File: src/rtl/cpu_pkg.sv
// Shared types and constants for the 8-bit / 32-word accumulator CPU.
// Used by the controller and by memory_5x8.
package cpu_pkg;

    localparam int DATA_WIDTH = 8;
    localparam int ADDR_WIDTH = 5;

    typedef enum logic [2:0] {
        HLT = 3'd0,
        SKZ = 3'd1,
        ADD = 3'd2,
        AND = 3'd3,
        XOR = 3'd4,
        LDA = 3'd5,
        STO = 3'd6,
        JMP = 3'd7
    } opcode_t;

    typedef enum logic [2:0] {
        INST_ADDR  = 3'd0,
        INST_FETCH = 3'd1,
        INST_LOAD  = 3'd2,
        IDLE       = 3'd3,
        OP_ADDR    = 3'd4,
        OP_FETCH   = 3'd5,
        ALU_OP     = 3'd6,
        STORE      = 3'd7
    } phase_t;

    // Opcodes that read an operand from memory and write the accumulator.
    function automatic logic is_aluop(opcode_t op);
        return (op == ADD) || (op == AND) || (op == XOR) || (op == LDA);
    endfunction

endpackage

File: src/rtl/ctrl_phase_counter.sv
// Free-running phase counter with hold and synchronous load.
// Load wins over hold so a halted sequence can be restarted at a chosen phase.
module ctrl_phase_counter #(
    parameter int WIDTH = 3
) (
    input  logic             clk,
    input  logic             rst,
    input  logic             hold,
    input  logic             load,
    input  logic [WIDTH-1:0] load_val,
    output logic [WIDTH-1:0] count
);

    always_ff @(posedge clk or negedge rst) begin
        if (!rst)
            count <= '0;
        else if (load)
            count <= load_val;
        else if (!hold)
            count <= count + 1'b1;
    end

endmodule

File: src/rtl/cpu_controller.sv
// 8-phase instruction sequencer for the accumulator CPU.
// Optional CPU_CTRL_RESUME_EN adds a resume input that restarts a halted CPU at OP_FETCH.
module cpu_controller
    import cpu_pkg::*;
#(
    parameter int OPCODE_WIDTH = 3,
    parameter int PHASE_WIDTH  = 3
) (
    input  logic                    clk,
    input  logic                    rst,
    input  logic [OPCODE_WIDTH-1:0] opcode,
    input  logic                    zero,
`ifdef CPU_CTRL_RESUME_EN
    input  logic                    resume,
`endif
    output logic                    sel,
    output logic                    rd,
    output logic                    wr,
    output logic                    ld_ir,
    output logic                    data_e,
    output logic                    inc_pc,
    output logic                    ld_pc,
    output logic                    ld_ac,
    output logic                    halt,
    output logic [PHASE_WIDTH-1:0]  phase
);

    opcode_t op;
    phase_t  ph;
    logic    halted;
    logic    halt_set;
    logic    resume_go;
    logic    aluop;

    assign op    = opcode_t'(opcode);
    assign ph    = phase_t'(phase);
    assign aluop = is_aluop(op);

    // The halting edge itself must not advance the phase, so hold covers it too.
    assign halt_set = !halted && (ph == OP_ADDR) && (op == HLT);

`ifdef CPU_CTRL_RESUME_EN
    assign resume_go = halted && resume;
`else
    assign resume_go = 1'b0;
`endif

    always_ff @(posedge clk or negedge rst) begin
        if (!rst)
            halted <= 1'b0;
        else if (halt_set)
            halted <= 1'b1;
        else if (resume_go)
            halted <= 1'b0;
    end

    ctrl_phase_counter #(
        .WIDTH(PHASE_WIDTH)
    ) u_phase (
        .clk      (clk),
        .rst      (rst),
        .hold     (halted | halt_set),
        .load     (resume_go),
        .load_val (PHASE_WIDTH'(OP_FETCH)),
        .count    (phase)
    );

    always_comb begin
        sel    = 1'b0;
        rd     = 1'b0;
        wr     = 1'b0;
        ld_ir  = 1'b0;
        data_e = 1'b0;
        inc_pc = 1'b0;
        ld_pc  = 1'b0;
        ld_ac  = 1'b0;
        halt   = 1'b0;
        if (halted) begin
            halt = 1'b1;
        end else begin
            case (ph)
                INST_ADDR: sel = 1'b1;
                INST_FETCH: begin
                    sel = 1'b1;
                    rd  = 1'b1;
                end
                INST_LOAD, IDLE: begin
                    sel   = 1'b1;
                    rd    = 1'b1;
                    ld_ir = 1'b1;
                end
                OP_ADDR: begin
                    inc_pc = 1'b1;
                    halt   = (op == HLT);
                end
                OP_FETCH: rd = aluop;
                ALU_OP: begin
                    rd     = aluop;
                    inc_pc = (op == SKZ) && zero;
                    ld_pc  = (op == JMP);
                    data_e = (op == STO);
                end
                STORE: begin
                    rd     = aluop;
                    ld_ac  = aluop;
                    ld_pc  = (op == JMP);
                    wr     = (op == STO);
                    data_e = (op == STO);
                end
                default: ;
            endcase
        end
    end

endmodule

File: config.mk
export PLATFORM = sky130hd
export DESIGN_NAME = cpu_controller
export DESIGN_NICKNAME = d
export VERILOG_FILES = /design/src/rtl/cpu_pkg.sv /design/src/rtl/ctrl_phase_counter.sv /design/src/rtl/cpu_controller.sv
export SDC_FILE = /design/constraint.sdc
export NUM_CORES = 1
export LEC_CHECK = 0
export CAP_MARGIN = 30
export CELL_PAD_IN_SITES_DETAIL_PLACEMENT = 1
export CELL_PAD_IN_SITES_GLOBAL_PLACEMENT = 1
export CORE_MARGIN = 10
export CORE_UTILIZATION = 26
export DETAILED_ROUTE_END_ITERATION = 10
export PLACE_DENSITY = 0.77
export SLEW_MARGIN = 20
export SYNTH_ARGS = -nofsm -noshare
export SYNTH_HDL_FRONTEND = slang
export SYNTH_SLANG_ARGS = --single-unit
File: constraint.sdc
create_clock -name clk -period 1.84 [get_ports clk]
set_input_delay 0.46 -clock clk [delete_from_list [all_inputs] [get_ports clk]]
set_output_delay 0.46 -clock clk [all_outputs]
set_load 0.01 [all_outputs]
==> results.sh, run 1 <==
export IMPL_netlist_instances=41
export IMPL_synth_seq_cells=4
export IMPL_dr_pass1_iters=3
export IMPL_setup_worst_path_start_class="flop"
export IMPL_grt_pass1_vias=508
export IMPL_p_sw_share_pct=41.4
export IMPL_yosysSeqAreaShare_pct=27.0
export IMPL_ios=18
export IMPL_max_stage_delay_ns=0.40
export IMPL_synthToLayoutAreaGrowth_pct=119
export IMPL_gp_congestion=0.726
export IMPL_multi_input_area_um2=359
export IMPL_wl_per_cell_um=17.2
export IMPL_grtUsageTotal_pct=10.0
export IMPL_vdd_ir_drop_max_mv=0.926
export IMPL_path_class="flop to output port"
export IMPL_final_fill_count=153
export IMPL_placeableCoreArea_um2=1320
export IMPL_async_reset_ff_share_pct=100
export IMPL_powerDensity_nw_per_um2=1810
export IMPL_std_cell_rows=13
export IMPL_crit_path_end_kind="output port"
export IMPL_critical_path_slowest_cell="dfrtp_1"
export IMPL_initial_core_util_pct=28.1
export IMPL_cts_tree="built"
export IMPL_cp_arrival_ns=1.59
export IMPL_num_antenna_cells=0
export IMPL_grt_ovfl_total=0
export IMPL_antenna_found_initial=0
export IMPL_clkPwrFrac_pct=7.1
export IMPL_design_area_um2=812
export IMPL_yosys_warnings=0
export IMPL_viasPerCell=4.96
export IMPL_synth_distinct_cells=20
export IMPL_rrSetupSlack_ns=0.20
export IMPL_netlist_area_um2=370
export IMPL_hpwl_um=1140
export IMPL_clockRootBuffer="clkbuf_4"
export IMPL_grt_pass1_wl_um=2610
export IMPL_syn_nets=53
export IMPL_dr_total_vias=466
export IMPL_die_w_um=57.7
export IMPL_max_freq_mhz=489
export IMPL_grt_max_degree=8
export IMPL_die_h_um=57.7
export IMPL_drtAntennaViolNets=0
export IMPL_critPathMaxFanout=3
export IMPL_io_buffers=17
export IMPL_synth_top_flop_cell="dfrtp_1"
export IMPL_hold_path_class="input port to async pin"
export IMPL_maxSlewHeadroom_pct=78.1
export IMPL_drt_total_wl_um=1620
export IMPL_synth_area_leader_cell="dfrtp_1"
export IMPL_ctsHtreeMaxLevel=1
export IMPL_hold_slack_ns=0.433
export IMPL_layout_commonest_cell="buf_4"
export IMPL_crit_path_cell_trace="buf_4 > ha_4 > ha_4 > and3_1 > nand3b_1 > buf_2"
export IMPL_tightest_slew_ns=0.329
export IMPL_maxCapViolations=0
export IMPL_setup_ws_ns=-0.206
export IMPL_seq_power_share_pct=16.0
export IMPL_combPwrFrac_pct=76.9
export IMPL_min_period_ns=2.05
export IMPL_leakagePower_nw=0.377
export IMPL_maxSlewViolCount=0
export IMPL_drc=0
export IMPL_status="finished with violations"
export IMPL_synth_top_cell_area_share_pct=27.0
export IMPL_placed_area_um2=659
export IMPL_rsz0062_at_grt="yes"
export IMPL_clock_path_buffers=2
export IMPL_cpMostUsedCell="ha_4"
export IMPL_syn_avg_cell_area_um2=9.03
export IMPL_dieArea_um2=3330
export IMPL_seq_area_um2=103
export IMPL_synth_area_leaders="dfrtp_1, ha_1, inv_1"
export IMPL_cts_buffers=3
export IMPL_drive_gt1_share_pct=67.1
export IMPL_synth_edf_count=0
export IMPL_clock_sinks=4
export IMPL_violations="setup timing"
export IMPL_skew_ns=0.00273
export IMPL_p_switching_mw=0.606
export IMPL_final_cell_mix="buf_4, buf_2, ha_4"
export IMPL_required_ns=1.38
export IMPL_clk_latency_ns=0.23
export IMPL_hold_viol_final=0
export IMPL_setup_viol_count_final=9
export IMPL_internal_power_mw=0.860
export IMPL_final_net_count=93
export IMPL_fin_crit_sh_pct=111
export IMPL_clkTransAtPathRegs_ns=0.04
export IMPL_drt_initial_drc_count=3
-- cell families (layout without fill, tap and decap cells) --
kind of cell             count (synthesis)  in the layout  share of synthesized area [%]
flip-flops                               4              4                           27.0
adder cells (fa/ha/maj)                  6              6                           20.3
AND/OR/NAND/NOR                         13             13                           22.6
XOR/XNOR                                 2              2                           4.73
AO/OA/AOI/OAI                            8              8                           13.9
buffers and inverters                    7             45                           7.43
multiplexers                             1              1                           4.05
-- critical path, delay by kind of cell, from the launching register on --
kind,cells,cell delay (ns)
simple gates,2,0.31
flops,1,0.40
fa+ha+maj,2,0.32
buf+inv,2,0.31
-- timing repair --
action | 4_1_cts | 5_1_grt
pin swaps | 5 | 3
endpoints found under the setup margin | 9 | 11
buffers inserted | 3 | 2
hold buffers | 0 | 0
gates resized for setup | 60 | 12
-- state kept, by name, summed over array words and instances (netlist names) --
signal	cells
u_phase.count	3
halted	1
-- power groups by stage --
| stage | Clock, mW | Combinational [mW] | Sequential [mW] |
|---|---|---|---|
| 5_1_grt | 0.117 | 1.24 | 0.244 |
| 6_report | 0.105 | 1.13 | 0.234 |
| 3_3_place_gp | 0 | 0.841 | 0.202 |
| 2_1_floorplan | 0 | 0.361 | 0.197 |
| 4_1_cts | 0.110 | 0.975 | 0.212 |
| 3_5_place_dp | 0 | 0.868 | 0.206 |
-- final cells by class --
class	count	area share, %
clock buffers	3	2.77
well taps	15	2.31
inverters	6	3.08
flip-flops and latches	4	12.6
multi-input cells	30	44.2
repair buffers	36	35.0
-- synthesized netlist by cell type (all sizes together), types with 2 or more instances --
cell type,number
a21oi,4
dfrtp,4
ha,6
inv,6
nand2,2
nor2,3
nor4,2
nor4b,3
o21ai,2
-- through the flow --
step | instances | setup WS (ns) | total power [mW] | util, % | setup TNS [ns]
after floorplan | 41 | 0.0393 | 0.558 | - | 0
after global placement | 86 | -0.684 | 1.04 | 50.0 | -5.00
after detailed placement | 86 | -0.724 | 1.07 | 50.0 | -5.47
after CTS | 92 | -0.195 | 1.30 | 55.9 | -1.22
after global routing | 94 | -0.285 | 1.60 | 61.6 | -1.77
final | 94 | -0.206 | 1.47 | 61.6 | -1.02
-- worst paths after layout --
check	from	to	cells after the start
worst max register to register	u_phase.count[1]$_DFFE_PN0N_	u_phase.count[1]$_DFFE_PN0N_	6
worst min-delay path	rst	u_phase.count[0]$_DFFE_PN0N_	1
min in group clk	u_phase.count[2]$_DFFE_PN0N_	u_phase.count[2]$_DFFE_PN0N_	3
max in group asynchronous	rst	u_phase.count[1]$_DFFE_PN0N_	1
worst min register to register	u_phase.count[2]$_DFFE_PN0N_	u_phase.count[2]$_DFFE_PN0N_	3
worst max-delay path	u_phase.count[0]$_DFFE_PN0N_	rd	6
-- routing by layer --
metal  global-route usage (%)  vias to the layer above  part of all wire [%]  routed length, um
met5                        0                        -                     0                  0
met4                     5.03                        0                   2.2                 35
met3                     2.83                        4                   5.2                 84
met2                     19.0                       13                    57                923
met1                     9.54                      226                    36                577
li1                         -                      223                     -                  -
(Power assumes the default switching activity.)
==> run 2, diff against run 1 <==
CAP_MARGIN = 20   (was 30)
RECOVER_POWER = 100   (was default)
TNS_END_PERCENT = 1   (was default)
==> run 2 against run 1 <==
Net effect: the run still ends with setup timing left; largest cell class unchanged; register-to-register slack barely moved; non-clock buffer count did not move; critical endpoint is now sel; power fell by 1.7%; critical path type unchanged; sequential share of layout area rose by 0.20 points.
==> results.sh, run 2 (synthesis gave the netlist of run 1 again) <==
export IMPL_status="finished with violations"
export IMPL_violations="setup timing"
export IMPL_p_switching_mw=0.593
export IMPL_setup_ws_ns=-0.206
export IMPL_die_w_um=57.7
export IMPL_critPathMaxFanout=3
export IMPL_drive_gt1_share_pct=63.3
export IMPL_io_buffers=17
export IMPL_seq_power_share_pct=16.4
export IMPL_hold_path_class="input port to async pin"
export IMPL_tightest_slew_ns=0.359
export IMPL_drt_initial_drc_count=1
export IMPL_top_register="u_phase.count"
export IMPL_combPwrFrac_pct=76.2
export IMPL_setup_worst_path_start_class="flop"
export IMPL_cp_arrival_ns=1.59
export IMPL_final_fill_count=149
export IMPL_clock_path_buffers=2
export IMPL_final_net_count=93
export IMPL_final_util_pct=60.7
export IMPL_total_power_mw=1.44
export IMPL_max_freq_mhz=489
export IMPL_placeableCoreArea_um2=1320
export IMPL_maxSlewHeadroom_pct=76.0
export IMPL_synthToLayoutAreaGrowth_pct=116
export IMPL_grt_pass1_wl_um=2610
export IMPL_fin_crit_sh_pct=111
export IMPL_dr_pass1_iters=2
export IMPL_dieArea_um2=3330
export IMPL_initial_core_util_pct=28.1
export IMPL_drtAntennaViolNets=0
export IMPL_crit_path_end_kind="output port"
export IMPL_wl_per_cell_um=17.6
export IMPL_clockRootBuffer="clkbuf_4"
export IMPL_multi_input_area_um2=350
export IMPL_clk_latency_ns=0.23
export IMPL_seq_area_um2=103
export IMPL_clkTransAtPathRegs_ns=0.04
export IMPL_drc=0
export IMPL_vdd_ir_drop_max_mv=0.939
export IMPL_num_antenna_cells=0
export IMPL_drt_total_wl_um=1650
export IMPL_maxSlewViolCount=0
export IMPL_gp_congestion=0.726
export IMPL_rsz0062_at_grt="yes"
export IMPL_grt_ovfl_total=0
export IMPL_clock_sinks=4
export IMPL_hold_slack_ns=0.498
export IMPL_dpl_cell_count=86
export IMPL_largest_register_ffs=3
export IMPL_clkPwrFrac_pct=7.4
export IMPL_required_ns=1.38
export IMPL_cts_tree="built"
export IMPL_largestRegisters="u_phase.count (3), halted (1)"
export IMPL_antenna_found_initial=0
export IMPL_grt_max_degree=8
export IMPL_fin_cells=94
export IMPL_hold_buffers=0
export IMPL_hold_viol_final=0
export IMPL_ctsHtreeMaxLevel=1
export IMPL_final_cell_mix="buf_4, buf_2, ha_4"
export IMPL_path_class="flop to output port"
export IMPL_design_area_um2=800
export IMPL_p_sw_share_pct=41.1
export IMPL_die_h_um=57.7
export IMPL_hpwl_um=1140
export IMPL_skew_ns=0.00285
export IMPL_grtUsageTotal_pct=10.1
export IMPL_maxCapViolations=0
export IMPL_internal_power_mw=0.848
export IMPL_cts_buffers=3
export IMPL_placed_area_um2=659
export IMPL_viasPerCell=5.00
export IMPL_min_period_ns=2.05
export IMPL_dr_total_vias=470
export IMPL_leakagePower_nw=0.380
export IMPL_powerDensity_nw_per_um2=1800
export IMPL_ios=18
export IMPL_setup_viol_count_final=9
export IMPL_grt_pass1_vias=510
export IMPL_layout_commonest_cell="buf_4"
export IMPL_std_cell_rows=13
[run 2: changes by cell type in the layout (fill, tap and decap cells not counted)]
cell,previous run,this run
a21oi_2,4,3
a41oi_2,1,0
nor4b_4,1,2
nor4b_2,2,1
clkdlybuf4s50_1,3,2
a41oi_1,0,1
nor4_2,1,0
buf_6,3,2
buf_4,18,19
nor4_1,1,2
dlygate4sd3_1,0,1
a21oi_1,0,1
[run 2: timing repair]
action | 4_1_cts | 5_1_grt
resized for setup | 57 | 13
pin swaps | 4 | 5
setup buffers | 3 | 2
setup endpoints to repair | 9 | 11
[run 2: final timing paths]
check,slack [ns],from,cells after the start,end
max,-0.21,u_phase.count[0]$_DFFE_PN0N_,6,sel
min,0.50,rst,1,u_phase.count[0]$_DFFE_PN0N_
max reg2reg,0.20,u_phase.count[1]$_DFFE_PN0N_,6,u_phase.count[1]$_DFFE_PN0N_
min reg2reg,0.71,u_phase.count[2]$_DFFE_PN0N_,3,u_phase.count[2]$_DFFE_PN0N_
max in group asynchronous,1.16,rst,1,u_phase.count[1]$_DFFE_PN0N_
min in group clk,0.71,u_phase.count[2]$_DFFE_PN0N_,3,u_phase.count[2]$_DFFE_PN0N_
[run 2: final cells by class]
type                       instances  area share [%]
tap                               15            2.35
clock buffer                       3            2.82
multi-input combinational         30            43.8
timing repair buffer              36            35.1
inverter                           6            3.13
sequential                         4            12.8
[run 2: worst max-delay path, cell delays in order, from the launching register on]
cell and delay, ns:
dfrtp_1 0.41, buf_6 0.14, ha_4 0.15, or3_4 0.36
a21oi_2 0.13, nor2_1 0.04, buf_2 0.13
[run 2: per-layer routing]
layer  global-route usage (%)  vias up  share of wire [%]  wire [um]
met5                        0        -                  0          0
met4                     5.03        0                2.3         38
met3                     2.83        4                5.0         82
met2                     19.8       13                 57        945
met1                     9.02      228                 35        585
li1                         -      225                  -          -
[run 2: through the flow]
step | TNS (ns) | setup slack (ns)
after floorplan | 0 | 0.0393
after global placement | -5.00 | -0.684
after detailed placement | -5.47 | -0.724
after CTS | -1.38 | -0.208
after global routing | -1.96 | -0.294
final | -1.21 | -0.206
[run 2: power groups by stage]
stage | logic, mW | registers [mW] | clock network, mW
floorplan | 0.361 | 0.197 | 0
global placement | 0.841 | 0.202 | 0
detailed placement | 0.868 | 0.206 | 0
CTS | 0.953 | 0.215 | 0.110
global route | 1.22 | 0.246 | 0.121
finish | 1.10 | 0.236 | 0.106
==> run 3, diff against run 2 <==
CTS_CLUSTER_DIAMETER = 150   (was default)
HOLD_SLACK_MARGIN = 0.05   (was default)
==> results of run 3 <==
Final layout, timing and power as in run 2 (identical DEF).
